[config.mk]
export PLATFORM = sky130hd
export DESIGN_NAME = ps2_move_tracker_flat
export DESIGN_NICKNAME = d
export VERILOG_FILES = /design/src/rtl/ps2_move_tracker_if.sv /design/src/rtl/ps2_move_tracker.sv /design/src/flat_wrapper.sv
export SDC_FILE = /design/constraint.sdc
export NUM_CORES = 1
export LEC_CHECK = 0
export CAP_MARGIN = 10
export CELL_PAD_IN_SITES_DETAIL_PLACEMENT = 0
export CELL_PAD_IN_SITES_GLOBAL_PLACEMENT = 1
export CORE_UTILIZATION = 46
export CTS_CLUSTER_DIAMETER = 50
export DETAILED_ROUTE_END_ITERATION = 12
export PLACE_DENSITY_LB_ADDON = 0.1
export SYNTH_ARGS = -nofsm -noshare
export SYNTH_HDL_FRONTEND = slang
export SYNTH_SLANG_ARGS = --single-unit
[constraint.sdc]
create_clock -name clk -period 3.5 [get_ports clk]
set_input_delay 0.35 -clock clk [delete_from_list [all_inputs] [get_ports clk]]
set_output_delay 0.35 -clock clk [all_outputs]
set_load 0.05 [all_outputs]
[src/rtl/ps2_move_tracker_if.sv]
// Handshake bundle between the PS/2 receiver side and the move tracker.
// The master drives scan bytes and frame ticks; the slave returns moves and the held-key bitmap.
interface ps2_move_tracker_if;
    logic       rx_done_tick;
    logic [7:0] rx_data;
    logic       frame_tick;
    logic [2:0] move;
    logic       move_valid;
    logic [4:0] keys_held;

    modport master (
        output rx_done_tick, rx_data, frame_tick,
        input  move, move_valid, keys_held
    );

    modport slave (
        input  rx_done_tick, rx_data, frame_tick,
        output move, move_valid, keys_held
    );
endinterface

[src/rtl/ps2_move_tracker.sv]
// Decodes the PS/2 set-2 byte stream into a held-key bitmap and emits at most
// one frame-aligned move per frame tick, with auto-repeat while a key stays held.
module ps2_move_tracker #(
    parameter int REPEAT_FRAMES  = 15,
    parameter int PREFIX_TIMEOUT = 50000
) (
    input  logic             clk,
    input  logic             resetn,
    ps2_move_tracker_if.slave bus
);
    localparam int RCW = (REPEAT_FRAMES > 0) ? $clog2(REPEAT_FRAMES + 1) : 1;
    localparam int TCW = (PREFIX_TIMEOUT > 1) ? $clog2(PREFIX_TIMEOUT + 1) : 1;
    localparam logic [RCW-1:0] REP_MAX = RCW'(REPEAT_FRAMES);
    localparam logic [TCW-1:0] TO_LAST = TCW'(PREFIX_TIMEOUT - 1);

    typedef enum logic [1:0] {S_IDLE, S_EXT, S_BRK, S_EXTBRK} state_t;

    state_t          r_state, w_state_nxt;
    logic [4:0]      r_keys, w_keys_nxt;
    logic [TCW-1:0]  r_to_cnt;
    logic            w_timeout;
    logic [4:0]      w_plain, w_ext;
    logic [2:0]      w_active;
    logic [2:0]      r_prev;
    logic [RCW-1:0]  r_rep, w_rep_inc;
    logic            w_repeat_hit;
    logic [2:0]      r_move;
    logic            r_move_valid;

    // Bit order matches keys_held: up, down, left, right, action
    function automatic logic [4:0] plain_key(input logic [7:0] code);
        case (code)
            8'h1D:   plain_key = 5'b00001;
            8'h1B:   plain_key = 5'b00010;
            8'h1C:   plain_key = 5'b00100;
            8'h23:   plain_key = 5'b01000;
            8'h29:   plain_key = 5'b10000;
            default: plain_key = 5'b00000;
        endcase
    endfunction

    function automatic logic [4:0] ext_key(input logic [7:0] code);
        case (code)
            8'h75:   ext_key = 5'b00001;
            8'h72:   ext_key = 5'b00010;
            8'h6B:   ext_key = 5'b00100;
            8'h74:   ext_key = 5'b01000;
            default: ext_key = 5'b00000;
        endcase
    endfunction

    assign w_plain   = plain_key(bus.rx_data);
    assign w_ext     = ext_key(bus.rx_data);
    assign w_timeout = (r_state != S_IDLE) && (r_to_cnt == TO_LAST);

    always_ff @(posedge clk or negedge resetn) begin
        if (!resetn) begin
            r_state  <= S_IDLE;
            r_keys   <= 5'b0;
            r_to_cnt <= '0;
        end else begin
            r_state <= w_state_nxt;
            r_keys  <= w_keys_nxt;
            if (bus.rx_done_tick || r_state == S_IDLE || w_timeout)
                r_to_cnt <= '0;
            else
                r_to_cnt <= r_to_cnt + 1'b1;
        end
    end

    // E0/F0 never appear in the key maps, so OR/AND-NOT with them is a no-op
    always_comb begin
        w_state_nxt = r_state;
        w_keys_nxt  = r_keys;
        if (bus.rx_done_tick) begin
            case (r_state)
                S_IDLE: begin
                    if (bus.rx_data == 8'hE0)      w_state_nxt = S_EXT;
                    else if (bus.rx_data == 8'hF0) w_state_nxt = S_BRK;
                    else                           w_keys_nxt  = r_keys | w_plain;
                end
                S_EXT: begin
                    if (bus.rx_data == 8'hF0)      w_state_nxt = S_EXTBRK;
                    else if (bus.rx_data == 8'hE0) w_state_nxt = S_EXT;
                    else begin
                        w_keys_nxt  = r_keys | w_ext;
                        w_state_nxt = S_IDLE;
                    end
                end
                S_BRK: begin
                    if (bus.rx_data == 8'hF0)      w_state_nxt = S_BRK;
                    else if (bus.rx_data == 8'hE0) w_state_nxt = S_EXTBRK;
                    else begin
                        w_keys_nxt  = r_keys & ~w_plain;
                        w_state_nxt = S_IDLE;
                    end
                end
                default: begin
                    w_keys_nxt  = r_keys & ~w_ext;
                    w_state_nxt = S_IDLE;
                end
            endcase
        end else if (w_timeout) begin
            w_state_nxt = S_IDLE;
        end
    end

    always_comb begin
        w_active = 3'd0;
        if      (r_keys[0]) w_active = 3'd1;
        else if (r_keys[1]) w_active = 3'd2;
        else if (r_keys[2]) w_active = 3'd3;
        else if (r_keys[3]) w_active = 3'd4;
        else if (r_keys[4]) w_active = 3'd5;
    end

    // Repeat counter saturates at REPEAT_FRAMES; a zero setting never re-emits
    assign w_rep_inc    = (r_rep == REP_MAX) ? r_rep : r_rep + 1'b1;
    assign w_repeat_hit = (REPEAT_FRAMES != 0) && (w_rep_inc == REP_MAX);

    always_ff @(posedge clk or negedge resetn) begin
        if (!resetn) begin
            r_prev       <= 3'd0;
            r_rep        <= '0;
            r_move       <= 3'd0;
            r_move_valid <= 1'b0;
        end else begin
            r_move_valid <= 1'b0;
            if (bus.frame_tick) begin
                r_prev <= w_active;
                if (w_active == 3'd0) begin
                    r_move <= 3'd0;
                    r_rep  <= '0;
                end else if (w_active != r_prev || w_repeat_hit) begin
                    r_move       <= w_active;
                    r_move_valid <= 1'b1;
                    r_rep        <= '0;
                end else begin
                    r_move <= 3'd0;
                    r_rep  <= w_rep_inc;
                end
            end
        end
    end

    assign bus.move       = r_move;
    assign bus.move_valid = r_move_valid;
    assign bus.keys_held  = r_keys;
endmodule

[src/flat_wrapper.sv]
// flat-port wrapper written by rule: the top's interface ports become plain ports
module ps2_move_tracker_flat 
#(
    parameter int REPEAT_FRAMES  = 15,
    parameter int PREFIX_TIMEOUT = 50000
)
  (clk, resetn, bus_rx_done_tick, bus_rx_data, bus_frame_tick, bus_move, bus_move_valid, bus_keys_held);
  ps2_move_tracker_if bus_i ();
  input  logic clk;
  input  logic resetn;
  input wire logic [$bits(bus_i.rx_done_tick)-1:0] bus_rx_done_tick;
  input wire logic [$bits(bus_i.rx_data)-1:0] bus_rx_data;
  input wire logic [$bits(bus_i.frame_tick)-1:0] bus_frame_tick;
  output wire logic [$bits(bus_i.move)-1:0] bus_move;
  output wire logic [$bits(bus_i.move_valid)-1:0] bus_move_valid;
  output wire logic [$bits(bus_i.keys_held)-1:0] bus_keys_held;
  assign bus_i.rx_done_tick = bus_rx_done_tick;
  assign bus_i.rx_data = bus_rx_data;
  assign bus_i.frame_tick = bus_frame_tick;
  assign bus_move = bus_i.move;
  assign bus_move_valid = bus_i.move_valid;
  assign bus_keys_held = bus_i.keys_held;
  ps2_move_tracker #(.REPEAT_FRAMES(REPEAT_FRAMES), .PREFIX_TIMEOUT(PREFIX_TIMEOUT)) u_core (.clk(clk), .resetn(resetn), .bus(bus_i));
endmodule
# Word level (Yosys, flattened, before mapping)
# Index checks and enable logic that the tools add are counted.
# word_totals
regBits,34
latch_bits,0
mem_bits_rw,0
mem_bits_ro,0
out_inout_bits,9
wordCells,81
memories,0
# classes
add_sub_neg,2
mul,0
div_mod_pow,0
n_lt_le_gt_ge,0
eq_ne,24
shift,0
mux,32
bitwise_logic,6
reduce_logical,10
# ops
operator,n
"== test 8 x 7 -> 1 bit, second input constant",4
two-way mux 5 bit,6
case mux 5 bit (5 select lines),1
"== test 8 x 5 -> 1 bit, second input constant",3
two-way mux 3 bit,7
"adder 16 x 1 -> 16 bit, second input constant",1
"== test 16 bit, second input constant",1
"== test 8 x 6 -> 1 bit, second input constant",2
"== test 8 bit, second input constant",2
two-way mux 16 bit,1
case mux 4 bit (4 select lines),1
case mux 5 bit (3 select lines),1
two-way mux 2 bit,7
two-way mux 4 bit,3
"!= test 2 bit, second input constant",6
AND 5 bit,2
"== test 4 bit, second input constant",2
AND reduction 7 bit,1
case mux 2 bit (3 select lines),1
inverter 4 -> 5 bit,1
inverter 5 bit,1
bitwise OR 5 x 4 -> 5 bit,1
bitwise OR 5 bit,1
"adder 4 x 1 -> 4 bit, second input constant",1
other kinds (11),17

# Logic depth before layout (Yosys ltp)
# Gate-level depths: netlist (run 1).
# logic_depth
word_depth,10
depth_mapped,7

# Worst setup path before layout (run 1)
# OpenSTA, ideal clock, no wires.
# synth_timing
kind,flip-flop to flip-flop
start,register u_core.r_keys[0] (netlist: u_core.bus.keys_held[0])
end,register u_core.r_rep[2]
setup_time_ns,0.078
arrival_time_ns,2.274
t_required_ns,3.422
slack_ns,1.149
stages_incl_launch_ff,7
n_path_buf,1
period_less_slack_ns,2.351
path_cell_list,dfrtp_1 > buf_6 > or4_1 > o32a_1 > a222oi_1 > o211ai_1 > a21oi_1
# synth_via
elab_chain_cells,5
# synth_lines
item,line_no,text
from (decl),ps2_move_tracker.sv:19,"logic [4:0] r_keys, w_keys_nxt;"
from (signal assigned),ps2_move_tracker.sv:63,r_keys <= w_keys_nxt;
two-way mux 3 bit *,ps2_move_tracker.sv:110,if (r_keys[0]) w_active = 3'd1;
!= test 3 bit,ps2_move_tracker.sv:134,end else if (w_active != r_prev || w_repeat_hit) begin
logical OR 1 bit,ps2_move_tracker.sv:134,
two-way mux 4 bit,ps2_move_tracker.sv:134,
two-way mux 4 bit *,ps2_move_tracker.sv:131,if (w_active == 3'd0) begin
to (signal assigned),ps2_move_tracker.sv:140,r_rep <= w_rep_inc;
to (decl),ps2_move_tracker.sv:25,"logic [RCW-1:0] r_rep, w_rep_inc;"
# Every way passes the cells marked *; elsewhere a longest branch is shown, timed or not.
# A chain may end at the register's enable or synchronous reset.

# Worst setup path in the final report (run 1)
# layout_timing
start,register u_core.r_keys[2] (netlist: u_core.bus.keys_held[2])
end,register u_core.r_rep[1]
# layout_via
elab_chain_cells,7
# layout_lines
item,line_no,text
two-way mux 3 bit *,ps2_move_tracker.sv:112,else if (r_keys[2]) w_active = 3'd3;
two-way mux 3 bit *,ps2_move_tracker.sv:111,else if (r_keys[1]) w_active = 3'd2;
two-way mux 3 bit *,ps2_move_tracker.sv:110,
!= test 3 bit,ps2_move_tracker.sv:134,
logical OR 1 bit,ps2_move_tracker.sv:134,
two-way mux 4 bit,ps2_move_tracker.sv:134,
two-way mux 4 bit *,ps2_move_tracker.sv:131,
# Marked as above.

==> metrics.md, run 1 <==
| Metric | Value |
|---|---|
| Share of Yosys cell area claimed by the top area cell type | 46.8% |
| Post-synth EDFFs | 0 |
| Sequential area share after synthesis | 46.8% |
| Worst-margin pin slew | 1.03 ns |
| Starting DRT DRC Count | 133 |
| Post-Place Setup Slack | 1.22 ns |
| Final Net Count | 231 |
| CP Capture Type | register |
| Yosys warns | 0 |
| Routed WL | 3.78 mm |
| Final ANT Viol Nets | 0 |
| Global-route wire length before repair | 6.51 mm |
| Rows | 22 |
| Setup crit start kind | register |
| Most common cell in the netlist | dfrtp_1 |
| WL/cell | 14.2 um |
| Pwr Total | 0.860 mW |
| Number of global-route vias before repair | 1490 |
| Via Count | 1529 |
| Fin Clk Skew | 0.00701 ns |
| Avg Inst Size Synth | 9.33 um2 |
| FILL cells | 344 |
| P_leak | 0.901 nW |
| DP Area | 0.00206 mm2 |
| Vias per inst | 5.75 |
| Cts hold-fix bufs | 0 |
| Antenna violations before repair | 0 |
| Worst setup startpoint | u_core.bus.keys_held[2]$_DFFE_PN0P_ |
| Final setup fails | 0 |
| Kind of critical path | register to register |
| Worst Hold Depth | 1 |
| Number of port buffers | 20 |
| Top cells by count, synth | dfrtp_1 (34), nor2_1 (28), nand2_1 (15) |
| Crit Reg-Reg Startpoint | u_core.bus.keys_held[2]$_DFFE_PN0P_ |
| Final Wtd Congestion | 0.896 |
| Critical path arrival | 2.53 ns |
| Dpl hpwl | 2.75 mm |
| GR Util All Layers | 20.6% |
| Worst-path clk slew | 0.07 ns |
| Setup bufs post-CTS | 0 |
| Post_cts resized | 0 |
| CP max FO | 7 |
| Final hold vios | 0 |
| Clock root buffer | clkbuf_8 |
| Asr flop ratio synth | 100% |
| Initial Utilization | 49.0% |
| TritonRoute pass-1 iters | 4 |
| CTS tree | yes |
| Register bit total from synthesis | 34 |
| Max_cap viols | 0 |
| Reg-to-reg slack, setup | 1.18 ns |
| Slew HR | 31.0% |
| Final period utilization | 66.3% |
| Top area cells in the synthesized netlist | dfrtp_1 (47%), nor2_1 (5.8%), xor2_1 (4.3%) |
| Worst setup margin | 1.18 ns |
| Hold crit path type | register to register |
| Min Tclk post-route | 2.32 ns |
| Io pins | 21 |
| CP Cell Sequence | or4_1, o32a_1, a222oi_1, nand2_1, o2bb2ai_1 |
| Fmax | 431 MHz |
| Clock Latency Late Sink | 0.29 ns |
| Count of different cell masters after synthesis | 47 |
| TritonCTS Buffers | 5 |
| Antenna cell count | 0 |
| DRC viols | 0 |
| Finished Layout Cells | 266 |
| H-tree levels | 2 |
| Area grow syn2layout | 18.1% |
| CTS Sinks | 34 |
| Die height | 64.9 um |
| Core area | 0.00372 mm2 |
| Slowest stage cell, crit path | a222oi_1 |
| Max incr delay on CP | 0.70 ns |
| Post-Synthesis Cells | 195 |
| Design Area, Final | 0.00215 mm2 |
| Worst R2R Path Depth | 5 |
| Status | finished clean |
| Power Density | 400 mW/mm2 |
| R2R Path End | u_core.r_rep[1]$_DFFE_PN0P_ |
| Synth Cell Area | 0.00182 mm2 |
| Die area | 0.00421 mm2 |
| Synth area leader | dfrtp_1 |
| Bufs on Longest Clock Path | 2 |
| WP data required | 3.71 ns |
| Area occupied by multi-input gates | 908 um2 |
| Max Transition Viols Final | 0 |
| Setup TNS Final | 0 ns |
| Die Wd | 64.9 um |
| Layout cells sized above 1 | 4.59% |
| Placed insts | 258 |
| Worst setup endpoint | u_core.r_rep[1]$_DFFE_PN0P_ |
| Grt ovf | 0 |
| Top FF cell, synth | dfrtp_1 |
| Maximum VDD drop | 209 uV |
| Final Core Density | 57.8% |
| FF+latch area | 851 um2 |
| Largest net degree at the start of global routing | 35 |
| Syn Nets | 209 |
| Worst-case hold slack | 0.455 ns |
| RSZ-0062 raised after global routing | false |
registers in the layout (all words and copies together) (netlist names):
| name | cells |
|---|---|
| u_core.r_state | 2 |
| u_core.bus.keys_held | 5 |
| u_core.bus.move_valid | 1 |
| u_core.bus.move | 3 |
| u_core.r_prev | 3 |
| u_core.r_to_cnt | 16 |
| u_core.r_rep | 4 |
area by class of cell:
type | instances | share of cell area, %
multi-input combinational | 147 | 42.3
inverter | 8 | 1.40
timing repair buffer | 21 | 9.67
sequential | 34 | 39.6
clock inverter | 1 | 0.233
tap | 48 | 2.80
clock buffer | 7 | 4.02
placed cells by master, fill, tap and decap left out, types with 2 or more instances in the layout:
cell	instances
o31ai_1	7
nor2_1	28
o21ai_1	2
o2bb2ai_1	2
o41ai_1	3
a21oi_1	5
ha_1	2
or4_1	2
nand4_1	5
and3_1	7
dfrtp_1	34
nand3_1	7
o211ai_1	2
clkbuf_8	6
clkdlybuf4s50_1	20
a21o_1	2
xor2_1	9
nor3_1	9
o21ai_0	7
xnor2_1	6
and4_1	2
inv_1	8
nand2_1	15
nor2b_1	2
kinds of logic after synthesis:
| kind of cell | synth area share [%] |
|---|---|
| AO/OA/AOI/OAI | 15.6 |
| adder cells (fa/ha/maj) | 1.38 |
| flip-flops | 46.8 |
| XOR/XNOR | 7.22 |
| AND/OR/NAND/NOR | 25.2 |
| multiplexers | 0.550 |
| buffers and inverters | 3.30 |
worst min-delay path by stage:
stage / from / endpoint / slack (ns)
floorplan: resetn / u_core.bus.keys_held[0]$_DFFE_PN0P_ / 0.05
global placement: u_core.r_to_cnt[0]$_DFF_PN0_ / u_core.r_to_cnt[0]$_DFF_PN0_ / 0.44
detailed placement: u_core.r_to_cnt[0]$_DFF_PN0_ / u_core.r_to_cnt[0]$_DFF_PN0_ / 0.45
CTS: u_core.r_to_cnt[0]$_DFF_PN0_ / u_core.r_to_cnt[0]$_DFF_PN0_ / 0.46
global route: u_core.r_to_cnt[0]$_DFF_PN0_ / u_core.r_to_cnt[0]$_DFF_PN0_ / 0.48
finish: u_core.r_to_cnt[0]$_DFF_PN0_ / u_core.r_to_cnt[0]$_DFF_PN0_ / 0.46
routing by layer:
layer / track usage [%] / routed length, um / up-vias / share of wire [%]
li1: - / - / 755 / -
met1: 25.4 / 1740 / 729 / 46
met2: 33.3 / 1820 / 39 / 48
met3: 6.34 / 181 / 6 / 4.8
met4: 8.06 / 46 / 0 / 1.2
met5: 0 / 0 / - / 0
power breakdown:
group          total [mW]  internal [mW]  switching (mW)
clock network       0.298          0.159           0.139
registers           0.429          0.409          0.0196
logic               0.134         0.0541          0.0801
total               0.860          0.622           0.239
critical path: cells and delay by family (launching register included):
family	cells	cell delay (ns)
AOI/OAI and AO/OA	3	1.08
and+or+nand+nor	2	0.72
DFF	1	0.44
No activity file was read; power rests on OpenSTA's default activity.
==> inputs of run 2 (changes only) <==
--- a/config.mk
+++ b/config.mk
@@ -8,7 +8,7 @@
 export CAP_MARGIN = 10
 export CELL_PAD_IN_SITES_DETAIL_PLACEMENT = 0
 export CELL_PAD_IN_SITES_GLOBAL_PLACEMENT = 1
-export CORE_UTILIZATION = 46
+export CORE_UTILIZATION = 38
 export CTS_CLUSTER_DIAMETER = 50
 export DETAILED_ROUTE_END_ITERATION = 12
 export PLACE_DENSITY_LB_ADDON = 0.1
==> constraint.sdc (replaced) <==
create_clock -name clk -period 1.96 [get_ports clk]
set_input_delay 0.196 -clock clk [delete_from_list [all_inputs] [get_ports clk]]
set_output_delay 0.196 -clock clk [all_outputs]
set_load 0.05 [all_outputs]
==> metrics.md, run 2 (same netlist as run 1, synthesis figures left out) <==
| Metric | Value |
|---|---|
| Starting DRT DRC Count | 76 (-43%) |
| Worst-path clk slew | 0.07 ns (about the same) |
| Status | complete, but fails checks |
| Power Density | 695 mW/mm2 (+74%) |
| Pwr Total | 1.58 mW (+83%) |
| Final setup fails | 0 (unchanged) |
| Final Wtd Congestion | 0.809 (-9.7%) |
| CTS tree | yes |
| Via Count | 1548 (+1.2%) |
| R2R Path End | u_core.r_rep[0]$_DFFE_PN0P_ |
| Gate power share | 18.1% (+2.5 points) |
| Slew HR | 65.7% (+35 points) |
| DRC viols | 1 (+1) |
| Largest net degree at the start of global routing | 35 (unchanged) |
| Max_cap viols | 0 (unchanged) |
| Vias per inst | 5.47 (-4.8%) |
| Final Net Count | 244 (+5.6%) |
| Die height | 71.2 um (+9.7%) |
| Min Tclk post-route | 1.96 ns (-0.364 ns) |
| Cell family with most CP delay | compound AO/OA/AOI/OAI gates |
| Bufs on Longest Clock Path | 2 (unchanged) |
| Design Area, Final | 0.00227 mm2 (+5.5%) |
| TritonRoute pass-1 iters | 8 (+4) |
| Worst-margin pin slew | 0.513 ns (-0.516 ns) |
| Final period utilization | 99.8% (+34 points) |
| Core area | 0.00447 mm2 (+20%) |
| WL/cell | 13.9 um (-2.4%) |
| Reg-to-reg slack, setup | 0.004 ns (-1.18 ns) |
| CP max FO | 6 (-1) |
| Global-route wire length before repair | 6.58 mm (+0.95%) |
| CP Capture Type | register |
| Share of power burned in registers | 48.0% (-1.8 points) |
| GR Util All Layers | 16.7% (-3.9 points) |
| Fin Clk Skew | 0.00334 ns (-0.00367 ns) |
| Max incr delay on CP | 0.52 ns (-0.18 ns) |
| TritonCTS Buffers | 5 (unchanged) |
| Grt ovf | 0 (unchanged) |
| Setup TNS Final | 0 ns (unchanged) |
| DR top layer | met4 |
| Placed insts | 274 (+6.2%) |
| Crit Reg-Reg Startpoint | u_core.bus.keys_held[2]$_DFFE_PN0P_ |
| Finished Layout Cells | 283 (+6.4%) |
| Hold crit path type | primary input to asynchronous set/reset pin |
| Maximum VDD drop | 442 uV (+110%) |
| Dpl hpwl | 2.84 mm (+3.4%) |
| Top reg by flops | u_core.r_to_cnt |
| P_leak | 0.960 nW (+6.6%) |
| Number of global-route vias before repair | 1448 (-2.8%) |
| Clock Power Share | 33.9% (-0.7 points) |
| Most frequent cells in the layout | dfrtp_1 (29), nor2_1 (28), clkdlybuf4s50_1 (20) |
| Wire length on met3 | 128 um (-29%) |
| Worst R2R Path Depth | 6 (+1) |
| Clock root buffer | clkbuf_8 |
| Setup crit start kind | register |
| CTS Sinks | 34 (unchanged) |
| Layout cells sized above 1 | 12.6% (+8.0 points) |
| Switching power | 0.438 mW (+84%) |
| Slowest stage cell, crit path | or4_1 |
| Io pins | 21 (unchanged) |
| FILL cells | 410 (+19%) |
| Metal-1 WL | 1.98 mm (+14%) |
| Sw frac | 27.8% (+0.046 points) |
| WP data required | 2.16 ns (-1.55 ns) |
| Clock Latency Late Sink | 0.28 ns (about the same) |
| Max Transition Viols Final | 0 (unchanged) |
| Critical path arrival | 2.16 ns (-0.37 ns) |
| P_int | 1.14 mW (+83%) |
| Final ANT Viol Nets | 0 (unchanged) |
| CP Cell Sequence | or4_1, o32a_1, a222oi_1, buf_4, a31oi_1, o21ai_1 |
| Initial Utilization | 40.7% (-8.3 points) |
| Max FFs per register | 16 (unchanged) |
| Die Wd | 71.2 um (+9.7%) |
| H-tree levels | 2 (unchanged) |
| Final hold vios | 0 (unchanged) |
| Routed WL | 3.93 mm (+3.9%) |
| Die area | 0.00507 mm2 (+20%) |
| RSZ-0062 raised after global routing | true |
| Metal2 WL | 1.78 mm (-2.0%) |
| CP Buf/Inv Count | 1 (+1) |
| Antenna violations before repair | 0 (unchanged) |
| Number of port buffers | 20 (unchanged) |
| Fmax | 511 MHz (+19%) |
| Rows | 24 (+9.1%) |
| Most common cell after layout, fill and taps aside | dfrtp_1 |
| Kind of critical path | register to register |
| Failing checks | DRC |
| DP Area | 0.00216 mm2 (+5.0%) |
| Area grow syn2layout | 24.6% |
| Antenna cell count | 0 (unchanged) |
[run 2: cell count changes in the layout (fill, tap and decap cells not counted)]
cell	change
o32ai_2	+1
or2b_2	-1
buf_4	+13
or2b_4	+1
o32ai_1	-1
dfrtp_2	+5
dfrtp_1	-5
[run 2: what timing repair did]
action,CTS,global route
gates resized for setup,0,1
hold buffers,0,0
setup endpoints to repair,3,5
buffers inserted,1,0
pin swaps,2,1
[run 2: power by group through the flow]
stage          registers, mW  logic, mW  clock network, mW
6_report               0.757      0.285              0.534
5_1_grt                0.762      0.310              0.582
4_1_cts                0.757      0.282              0.549
3_5_place_dp           0.770      0.280                  0
3_3_place_gp           0.769      0.275                  0
2_1_floorplan          0.819      0.103                  0
[run 2: cell type report]
class / instances / area [um2] / share of cell area [%]
timing repair buffer: 34 / 305 / 13.5
clock buffer: 7 / 86.3 / 3.81
multi-input combinational: 147 / 918 / 40.5
clock inverter: 1 / 5.00 / 0.221
inverter: 8 / 30.0 / 1.32
sequential: 34 / 857 / 37.8
tap: 52 / 65.1 / 2.87
[run 2: how the worst max path moves through the flow]
stage	start	to	slack, ns	cells after the start
final	u_core.bus.keys_held[2]$_DFFE_PN0P_	u_core.r_rep[0]$_DFFE_PN0P_	0.004	6
after global routing	u_core.bus.keys_held[2]$_DFFE_PN0P_	u_core.r_rep[0]$_DFFE_PN0P_	-0.11	6
after CTS	u_core.bus.keys_held[2]$_DFFE_PN0P_	u_core.r_rep[0]$_DFFE_PN0P_	0.0003	6
after detailed placement	u_core.bus.keys_held[2]$_DFFE_PN0P_	u_core.r_rep[0]$_DFFE_PN0P_	0.01	6
after global placement	u_core.bus.keys_held[2]$_DFFE_PN0P_	u_core.r_rep[2]$_DFFE_PN0P_	0.05	6
after floorplan	u_core.bus.keys_held[0]$_DFFE_PN0P_	u_core.r_rep[2]$_DFFE_PN0P_	-0.22	6
[run 2: stage by stage]
| stage | utilization, % | hold WS [ns] | worst slack, ns |
|---|---|---|---|
| after floorplan | - | -0.0996 | -0.222 |
| after global placement | 48.3 | 0.443 | 0.0506 |
| after detailed placement | 48.3 | 0.444 | 0.0118 |
| after CTS | 50.5 | 0.336 | 0.000338 |
| after global routing | 50.7 | 0.351 | -0.109 |
| final | 50.7 | 0.324 | 0.00363 |
[run 2: routing by layer]
metal  vias to the layer above  track usage (%)
met3                         4             3.56
met1                       739             22.3
met5                         -                0
met2                        30             26.7
li1                        775                -
met4                         0             6.00
==> inputs of run 3 (changes only) <==
--- a/config.mk
+++ b/config.mk
@@ -8,6 +8,7 @@
 export CAP_MARGIN = 10
 export CELL_PAD_IN_SITES_DETAIL_PLACEMENT = 0
 export CELL_PAD_IN_SITES_GLOBAL_PLACEMENT = 1
+export CORE_ASPECT_RATIO = 0.5
 export CORE_UTILIZATION = 38
 export CTS_CLUSTER_DIAMETER = 50
 export DETAILED_ROUTE_END_ITERATION = 12
==> metrics.md, run 3 (same netlist as run 1, synthesis figures left out) <==
| Metric | Value |
|---|---|
| CTS Sinks | 34 (unchanged) |
| Bufs on Longest Clock Path | 2 (unchanged) |
| Most frequent cells in the layout | dfrtp_1 (29), nor2_1 (28), clkdlybuf4s50_1 (20) |
| DRC viols | 0 (-1) |
| Area grow syn2layout | 26.8% |
| Final Core Density | 51.4% (+0.74 points) |
| Global-route wire length before repair | 7.18 mm (+9.2%) |
| DP Area | 0.00220 mm2 (+1.9%) |
| Final Wtd Congestion | 0.826 (+2.2%) |
| Slew HR | 66.3% (+0.60 points) |
| Vias per inst | 5.20 (-4.9%) |
| Io pins | 21 (unchanged) |
| Switching power | 0.423 mW (-3.3%) |
| Dpl hpwl | 2.97 mm (+4.3%) |
| Most common cell after layout, fill and taps aside | dfrtp_1 |
| Final hold vios | 0 (unchanged) |
| Largest net degree at the start of global routing | 35 (unchanged) |
| Grt ovf | 0 (unchanged) |
| Finished Layout Cells | 301 (+6.4%) |
| TritonRoute pass-1 iters | 4 (-4) |
| Status | finished clean |
| Worst setup margin | 0.0269 ns (+0.0232 ns) |
| Design Area, Final | 0.00231 mm2 (+1.8%) |
| WL/cell | 13.6 um (-1.8%) |
| Kind of critical path | register to register |
| Antenna violations before repair | 0 (unchanged) |
| Pwr Total | 1.54 mW (-2.6%) |
| Fin Clk Skew | 0.00460 ns (+0.00126 ns) |
| Gate power share | 18.8% (+0.7 points) |
| Routed WL | 4.10 mm (+4.4%) |
| Worst-margin pin slew | 0.504 ns (-0.00896 ns) |
| Power Density | 665 mW/mm2 (-4.3%) |
| Via Count | 1566 (+1.2%) |
| Starting DRT DRC Count | 45 (-41%) |
| Number of port buffers | 20 (unchanged) |
| Die area | 0.00508 mm2 (+0.33%) |
| Setup crit start kind | register |
| Number of global-route vias before repair | 1535 (+6.0%) |
| CP Capture Type | register |
| Clock Latency Late Sink | 0.28 ns (about the same) |
| Antenna cell count | 0 (unchanged) |
| Layout cells sized above 1 | 13.6% (+1.1 points) |
| TritonCTS Buffers | 5 (unchanged) |
| Critical path arrival | 2.14 ns (-0.02 ns) |
| Top reg by flops | u_core.r_to_cnt |
| Final ANT Viol Nets | 0 (unchanged) |
| WP data required | 2.17 ns (about the same) |
| Die height | 50.9 um (-28%) |
| Worst-path clk slew | 0.07 ns (about the same) |
| Share of power burned in registers | 49.3% (+1.3 points) |
| Fmax | 517 MHz (+1.2%) |
| Rows | 17 (-29%) |
| P_leak | 0.975 nW (+1.5%) |
| Hold crit path type | primary input to asynchronous set/reset pin |
| CP max FO | 6 (unchanged) |
| Placed insts | 291 (+6.2%) |
| Initial Utilization | 40.5% (-0.12 points) |
| Clock Power Share | 31.9% (-2.0 points) |
| Max_cap viols | 0 (unchanged) |
| Max FFs per register | 16 (unchanged) |
| Core area | 0.00449 mm2 (+0.31%) |
| Final setup fails | 0 (unchanged) |
| P_int | 1.11 mW (-2.3%) |
| Die Wd | 99.9 um (+40%) |
| Post-Place Setup Slack | 0.0323 ns (+0.0205 ns) |
| H-tree levels | 2 (unchanged) |
| Worst R2R Path Depth | 6 (unchanged) |
| Worst-case hold slack | 0.322 ns (-0.00202 ns) |
| Final period utilization | 98.6% (-1.2 points) |
| RSZ-0062 raised after global routing | true |
| Final Net Count | 248 (+1.6%) |
| CTS tree | yes |
| Min Tclk post-route | 1.93 ns (-0.0232 ns) |
| Max Transition Viols Final | 0 (unchanged) |
| Maximum VDD drop | 304 uV (-31%) |
| Clock root buffer | clkbuf_8 |
| Sw frac | 27.6% (-0.21 points) |
| GR Util All Layers | 18.3% (+1.6 points) |
| Setup TNS Final | 0 ns (unchanged) |
run 3: cell types whose count changed in the layout (fill, tap and decap cells not counted):
cell      previous run  this run
clkbuf_1             1         3
clkbuf_8             6         5
or4_1                2         1
clkinv_2             1         0
buf_4               14        18
or4_4                0         1
run 3: repair_timing:
item | in CTS | in global routing
setup endpoints to repair | 0 | 6
endpoints found under the hold margin | 0 | 0
setup buffers | 0 | 2
hold buffers | 0 | 0
resized for setup | 0 | 2
run 3: path summary, 6_finish.rpt:
kind                                                startpoint                                   to  slack (ns)
max                        u_core.bus.keys_held[1]$_DFFE_PN0P_          u_core.r_rep[0]$_DFFE_PN0P_        0.03
min                                                     resetn          u_core.r_rep[1]$_DFFE_PN0P_        0.32
max reg2reg                u_core.bus.keys_held[1]$_DFFE_PN0P_          u_core.r_rep[0]$_DFFE_PN0P_        0.03
min reg2reg                       u_core.r_to_cnt[0]$_DFF_PN0_         u_core.r_to_cnt[0]$_DFF_PN0_        0.46
max in group asynchronous                               resetn  u_core.bus.keys_held[4]$_DFFE_PN0P_        1.30
min in group clk                  u_core.r_to_cnt[0]$_DFF_PN0_         u_core.r_to_cnt[0]$_DFF_PN0_        0.46
run 3: cell type report:
| cell class | instances | area [um2] |
|---|---|---|
| fill | 443 | 2180 |
| multi-input combinational | 147 | 922 |
| sequential | 34 | 857 |
| timing repair buffer | 38 | 335 |
| tap | 66 | 82.6 |
| clock buffer | 8 | 80.1 |
| inverter | 8 | 30.0 |
run 3: critical path: stages, from the launching register on:
cell      delay, ns
dfrtp_2        0.42
or4_4          0.52
o32a_1         0.19
a222oi_1       0.33
buf_4          0.20
a31oi_1        0.07
o21ai_1        0.13
run 3: power by group through the flow:
stage	Combinational, mW	Sequential [mW]	Clock [mW]
2_1_floorplan	0.103	0.819	0
3_5_place_dp	0.280	0.771	0
3_3_place_gp	0.276	0.770	0
5_1_grt	0.316	0.761	0.545
4_1_cts	0.282	0.757	0.511
6_report	0.288	0.757	0.490
run 3: per-layer routing:
metal / up-vias / GRT usage, % / wire, um
li1: 789 / - / -
met4: 0 / 4.41 / 14
met1: 762 / 21.4 / 1890
met2: 13 / 33.8 / 2090
met3: 2 / 4.92 / 107
met5: - / 0 / 0
